--- config.mk ---
export PLATFORM = sky130hd
export DESIGN_NAME = calc_op_enc_flat
export DESIGN_NICKNAME = d
export VERILOG_FILES = /design/src/rtl/calc_pkg.sv /design/src/rtl/calc_op_enc_if.sv /design/src/rtl/calc_op_enc_sel_debounce.sv /design/src/rtl/calc_op_enc.sv /design/src/flat_wrapper.sv
export SDC_FILE = /design/constraint.sdc
export NUM_CORES = 1
export LEC_CHECK = 0
export ABC_AREA = 1
export CAP_MARGIN = 25
export CORE_ASPECT_RATIO = 2
export CORE_MARGIN = 4
export CORE_UTILIZATION = 61
export CTS_CLUSTER_DIAMETER = 100
export DETAILED_ROUTE_END_ITERATION = 10
export PLACE_DENSITY = 0.91
export SYNTH_ARGS = -nofsm -noshare
export SYNTH_HDL_FRONTEND = slang
export SYNTH_HIERARCHICAL = 1
export SYNTH_SLANG_ARGS = --single-unit
--- constraint.sdc ---
create_clock -name clk -period 2.58 [get_ports clk]
set_input_delay 0.258 -clock clk [delete_from_list [all_inputs] [get_ports clk]]
set_output_delay 0.258 -clock clk [all_outputs]
set_load 0.02 [all_outputs]
--- src/rtl/calc_pkg.sv ---
// calc_pkg: shared defaults and reset-time opcode table for calc_op_enc
// Exports: SEL_W_DEF, OP_W_DEF, DEF_TABLE, def_entry()
package calc_pkg;
   localparam int SEL_W_DEF = 3;
   localparam int OP_W_DEF  = 4;
   localparam logic [3:0] DEF_TABLE [8] = '{4'h2, 4'h0, 4'hD, 4'h9, 4'h6, 4'h1, 4'h7, 4'hA};
   // Default geometry uses the fixed table; any other geometry maps entry i to i.
   function automatic logic [31:0] def_entry(int sel_w, int op_w, int i);
      return (sel_w == SEL_W_DEF && op_w == OP_W_DEF) ? 32'(DEF_TABLE[i[2:0]]) : 32'(i);
   endfunction
endpackage

--- src/rtl/calc_op_enc_if.sv ---
// calc_op_enc_if: button/config/opcode bundle for calc_op_enc
// master (encoder): in sel_in, cfg_we, cfg_addr, cfg_data, op_ready; out op_out, op_valid, op_drop
// slave (user): mirror of master
interface calc_op_enc_if import calc_pkg::*; #(
   parameter int SEL_W = SEL_W_DEF,
   parameter int OP_W  = OP_W_DEF
);
   logic [SEL_W-1:0] sel_in;
   logic             cfg_we;
   logic [SEL_W-1:0] cfg_addr;
   logic [OP_W-1:0]  cfg_data;
   logic [OP_W-1:0]  op_out;
   logic             op_valid;
   logic             op_ready;
   logic             op_drop;
   modport master (input sel_in, cfg_we, cfg_addr, cfg_data, op_ready, output op_out, op_valid, op_drop);
   modport slave (output sel_in, cfg_we, cfg_addr, cfg_data, op_ready, input op_out, op_valid, op_drop);
endinterface

--- src/rtl/calc_op_enc_sel_debounce.sv ---
// sel_debounce: 2-flop synchronizer plus debounce of a button selection
// in clk, rst, sel_in (async); out stable (accepted selection, including one accepted this cycle), sel_event (acceptance pulse)
module sel_debounce #(
   parameter int SEL_W     = 3,
   parameter int DB_CYCLES = 4
) (
   input  logic             clk,
   input  logic             rst,
   input  logic [SEL_W-1:0] sel_in,
   output logic [SEL_W-1:0] stable,
   output logic             sel_event
);
   localparam int CW = $clog2(DB_CYCLES + 1);
   logic [SEL_W-1:0] s1_q, s1_d, s2_q, s2_d, cand_q, cand_d, stable_q, stable_d;
   logic [CW-1:0]    cnt_q, cnt_d;
   logic             fire;
   always_comb begin
      fire     = cnt_q == CW'(DB_CYCLES);
      s1_d     = sel_in;
      s2_d     = s1_q;
      // candidate always tracks s2; a change shows up as s2 != candidate and restarts the count
      cand_d   = s2_q;
      stable_d = fire ? cand_q : stable_q;
      cnt_d    = (fire || s2_q == stable_q) ? '0 : (s2_q != cand_q) ? CW'(1) : cnt_q + CW'(1);
   end
   always_ff @(posedge clk) begin
      if (rst) begin
         s1_q     <= '0;
         s2_q     <= '0;
         cand_q   <= '0;
         stable_q <= '0;
         cnt_q    <= '0;
      end else begin
         s1_q     <= s1_d;
         s2_q     <= s2_d;
         cand_q   <= cand_d;
         stable_q <= stable_d;
         cnt_q    <= cnt_d;
      end
   end
   // exposing the next value lets the table lookup use the new selection in the event cycle
   assign stable    = stable_d;
   assign sel_event = fire;
endmodule

--- src/rtl/calc_op_enc.sv ---
// calc_op_enc: debounced button selection -> programmable opcode with valid/ready output
// in clk, rst; bus (master): sel_in, cfg_we/cfg_addr/cfg_data table write, op_out/op_valid/op_ready handshake, op_drop
module calc_op_enc import calc_pkg::*; #(
   parameter int SEL_W     = SEL_W_DEF,
   parameter int OP_W      = OP_W_DEF,
   parameter int DB_CYCLES = 4
) (
   input  logic          clk,
   input  logic          rst,
   calc_op_enc_if.master bus
);
   localparam int N = 2 ** SEL_W;
   logic [SEL_W-1:0] stable;
   logic             ev, load;
   logic [OP_W-1:0]  tbl_q [N];
   logic [OP_W-1:0]  tbl_d [N];
   logic [OP_W-1:0]  op_out_q, op_out_d;
   logic             op_valid_q, op_valid_d, op_drop_q, op_drop_d;
   sel_debounce #(.SEL_W(SEL_W), .DB_CYCLES(DB_CYCLES)) u_db (
      .clk       (clk),
      .rst       (rst),
      .sel_in    (bus.sel_in),
      .stable    (stable),
      .sel_event (ev)
   );
   always_comb begin
      load       = ev & (~op_valid_q | bus.op_ready);
      // lookup reads tbl_q, so a same-cycle write cannot affect the loaded opcode
      op_out_d   = load ? tbl_q[stable] : op_out_q;
      op_valid_d = load | (op_valid_q & ~bus.op_ready);
      op_drop_d  = ev & op_valid_q & ~bus.op_ready;
      for (int i = 0; i < N; i++) tbl_d[i] = (bus.cfg_we && bus.cfg_addr == SEL_W'(i)) ? bus.cfg_data : tbl_q[i];
   end
   always_ff @(posedge clk) begin
      if (rst) begin
         op_out_q   <= '0;
         op_valid_q <= 1'b0;
         op_drop_q  <= 1'b0;
         for (int i = 0; i < N; i++) tbl_q[i] <= OP_W'(def_entry(SEL_W, OP_W, i));
      end else begin
         op_out_q   <= op_out_d;
         op_valid_q <= op_valid_d;
         op_drop_q  <= op_drop_d;
         tbl_q      <= tbl_d;
      end
   end
   assign bus.op_out   = op_out_q;
   assign bus.op_valid = op_valid_q;
   assign bus.op_drop  = op_drop_q;
endmodule

--- src/flat_wrapper.sv ---
// flat-port wrapper written by rule: the top's interface ports become plain ports
module calc_op_enc_flat import calc_pkg::*;
#(
   parameter int SEL_W     = SEL_W_DEF,
   parameter int OP_W      = OP_W_DEF,
   parameter int DB_CYCLES = 4
)
  (clk, rst, bus_sel_in, bus_cfg_we, bus_cfg_addr, bus_cfg_data, bus_op_ready, bus_op_out, bus_op_valid, bus_op_drop);
  calc_op_enc_if #(.SEL_W(SEL_W), .OP_W(OP_W)) bus_i ();
  input  logic clk;
  input  logic rst;
  input wire logic [$bits(bus_i.sel_in)-1:0] bus_sel_in;
  input wire logic [$bits(bus_i.cfg_we)-1:0] bus_cfg_we;
  input wire logic [$bits(bus_i.cfg_addr)-1:0] bus_cfg_addr;
  input wire logic [$bits(bus_i.cfg_data)-1:0] bus_cfg_data;
  input wire logic [$bits(bus_i.op_ready)-1:0] bus_op_ready;
  output wire logic [$bits(bus_i.op_out)-1:0] bus_op_out;
  output wire logic [$bits(bus_i.op_valid)-1:0] bus_op_valid;
  output wire logic [$bits(bus_i.op_drop)-1:0] bus_op_drop;
  assign bus_i.sel_in = bus_sel_in;
  assign bus_i.cfg_we = bus_cfg_we;
  assign bus_i.cfg_addr = bus_cfg_addr;
  assign bus_i.cfg_data = bus_cfg_data;
  assign bus_i.op_ready = bus_op_ready;
  assign bus_op_out = bus_i.op_out;
  assign bus_op_valid = bus_i.op_valid;
  assign bus_op_drop = bus_i.op_drop;
  calc_op_enc #(.SEL_W(SEL_W), .OP_W(OP_W), .DB_CYCLES(DB_CYCLES)) u_core (.clk(clk), .rst(rst), .bus(bus_i));
endmodule
==> results_dict.tcl <==
set metrics [dict create \
    syn_area_per_cell_um2 7.22 \
    postCtsSetupRepairBufs 0 \
    grt_max_degree 31 \
    place_worst_setup_slack_ns 0.649 \
    seq_area_frac_synth 0.453 \
    critPathRequiredTime_ns 2.81 \
    regArea_um2 1060 \
    yosys.cell_types.count 27 \
    clockBufferDepth 2 \
    reg2reg_slack_ns 0.61 \
    power.share.clock 0.327 \
    rows 31 \
    fin_ws_ns 0.605 \
    avgRoutedWirePerCell_um 13.8 \
    regToRegStartpoint "u_core/u_db/cnt_q[0]" \
    setup_violations 0 \
    cts.sinks 53 \
    fmax_mhz 506 \
    dpl.hpwl_um 4040 \
    die_h_um 95.6 \
    muxShareOfSynthArea 0 \
    synth_area_um2 2340 \
    fin_nets 358 \
    numCtsBuffers 5 \
    p_sw_frac 0.239 \
    critPathCaptureType "flop" \
    clk_pin_slew_worst_paths_ns 0.09 \
    initial_core_util 0.642 \
    avgViaCountPerCell 5.36 \
    hold_ws_ns 0.412 \
    io_pins 20 \
    antenna_found_initial 0 \
    finalNonFillerCells 391 \
    drive_above_1_share 0.0556 \
    cts_tree "built" \
    cp_max_fo 19 \
    critPathKind "flop to flop" \
    p_per_area_nw_per_um2 553 \
    leakage_nw 1.19 \
    yosys_warnings 6 \
    synth-adder-area-share 0.0107 \
    syn_nets 340 \
    finalCritPeriodShare 0.765 \
    worst_pin_slew_ns 0.810 \
    clock_skew_ns 0.00647 \
    p_seq_frac 0.589 \
    root_buffer "clkbuf_8" \
    core_region_area_um2 3650 \
    synth_top_family_by_area "simple AND/OR/NAND/NOR gates" \
    grt_pass1_vias 2085 \
    hold_end "u_core/u_db/cand_d[2]" \
    netlist_instances 324 \
    rr_worst_depth 11 \
    synth_seq_cells 53 \
    r2r_end "u_core/bus.op_out[1]" \
    synth_xor_area_frac 0.0150 \
    place_congestion 0.912 \
    drtIter0Drc 97 \
    finalCriticalPeriod_ns 1.97 \
    start_kind "flop" \
    status "complete, no violations" \
    internal-power_mw 1.10 \
    dieWidth_um 51.8 \
    power.switching_mw 0.345 \
    maxCapViolCount 0 \
    hold_class "flop to flop" \
    io_buffers 19 \
    place_inst 384 \
    routed_wirelength_um 5390 \
    cts_hold_buffers 0 \
    synth-compound-area-share 0.141 \
    drtPass1Iterations 4 \
    nFillCells 328 \
    cp.arrival_ns 2.21 \
    grt_first_pass_wirelength_um 8940 \
    min_path_cells 2 \
    fin_util 0.718 \
    ant_nets 0 \
    multi_input_area_um2 950 \
    hold_viol 0 \
    diodes 0 \
    overflow 0 \
    holdCritStartpoint "u_core/u_db/s1_q[2]" \
    comb_power_share 0.084 \
    finalSetupTns_ns 0 \
    floorplan.die_area_um2 4950 \
    slew_violations 0 \
    grt_use_total 0.246 \
    vdd_drop_max_uv 599 \
    synth-simple-area-share 0.240 \
    vias 2095 \
    areaGrowthSynthToFinish_pct 11.8 \
    cts_resized 0 \
    clock_latency_ns 0.30 \
    slew_headroom 0.460 \
    ctsHtreeMaxLevel 2 \
    drc 0 \
    rsz0062_at_grt "no" \
]
-- flip-flops by register name, indices dropped and copies added (netlist names) --
name,count
u_core/u_db/stable_q,3
u_core/bus.op_valid,1
u_core/bus.op_out,4
u_core/u_db/s1_q,3
u_core/u_db/cnt_q,3
u_core/bus.op_drop,1
u_core/u_db/cand_d,3
u_core/u_db/cand_q,3
u_core/tbl_q,32
-- placed cells by master, fill, tap and decap left out, types with 3 or more instances in the layout --
master | Yosys | layout
o21ai_0 | 20 | 20
clkdlybuf4s50_1 | 0 | 19
dfxtp_1 | 53 | 53
a21oi_1 | 23 | 23
nand2_1 | 70 | 70
clkbuf_8 | 1 | 6
inv_1 | 64 | 64
o211ai_1 | 12 | 12
xnor2_1 | 4 | 4
nand3_1 | 27 | 27
o21ai_1 | 3 | 3
nor2_1 | 23 | 23
-- cells in the mapped netlist (all sizes together) --
library cell,n,area (µm²)
dfxtp,53,1060
inv,67,257
o21ai,24,124
ha,2,25.0
nand2,72,280
or2,1,6.26
nor3,4,30.0
nor2,25,98.8
buf,7,53.8
o211ai,12,90.1
nand3,28,145
clkbuf,2,18.8
a21oi,23,115
xnor2,4,35.0
-- power groups by stage --
stage / registers (mW) / clock network, mW / logic (mW)
after floorplan: 0.868 / 0 / 0.0734
after global placement: 0.869 / 0 / 0.116
after detailed placement: 0.871 / 0 / 0.120
after CTS: 0.852 / 0.481 / 0.121
after global routing: 0.854 / 0.512 / 0.138
final: 0.852 / 0.473 / 0.122
-- worst max-delay path, cell delays in order, from the launching register on --
cell     delay, ns
dfxtp_1       0.35
inv_1         0.06
ha_1          0.23
nand2_4       0.10
o21ai_1       0.08
inv_1         0.43
inv_6         0.11
nand2_1       0.10
nand3_1       0.09
nand3_1       0.11
nand3_1       0.09
a21oi_1       0.15
-- layer usage --
metal  share of wire  GRT usage  vias up
li1                -          -     1040
met1            0.34      0.228      952
met2            0.54      0.436       69
met3           0.048     0.0579       34
met4           0.065      0.204        0
met5               0          0        -
-- how the worst max path moves through the flow --
stage	startpoint	endpoint	slack, ns	depth (start not counted)
2_1_floorplan	u_core/u_db/cnt_q[0]	u_core/bus.op_out[2]	0.89	13
3_3_place_gp	u_core/u_db/cnt_q[0]	u_core/bus.op_out[1]	0.75	11
3_5_place_dp	u_core/u_db/cnt_q[0]	u_core/bus.op_out[1]	0.65	11
4_1_cts	u_core/u_db/cnt_q[0]	u_core/bus.op_out[1]	0.62	11
5_1_grt	u_core/u_db/cnt_q[0]	u_core/bus.op_out[1]	0.44	12
6_report	u_core/u_db/cnt_q[0]	u_core/bus.op_out[1]	0.61	11
-- final cells by class --
class,instances,area share
sequential,53,0.406
timing repair buffer,20,0.0756
multi-input combinational,195,0.363
inverter,67,0.0980
clock buffer,6,0.0316
clock inverter,1,0.00287
tap,49,0.0234
-- stage by stage --
stage	instance area, µm²	power, mW
2_1_floorplan	2340	0.941
3_3_place_gp	2530	0.985
3_5_place_dp	2530	0.990
4_1_cts	2620	1.45
5_1_grt	2620	1.50
6_report	2620	1.45
-- kinds of logic after synthesis --
family,count (synthesis)
DFF,53
adders and majority gates,2
buffers and inverters,76
and+or+nand+nor,130
xor gates and xnor gates,4
AOI/OAI and AO/OA,59
(Power assumes the default switching activity.)
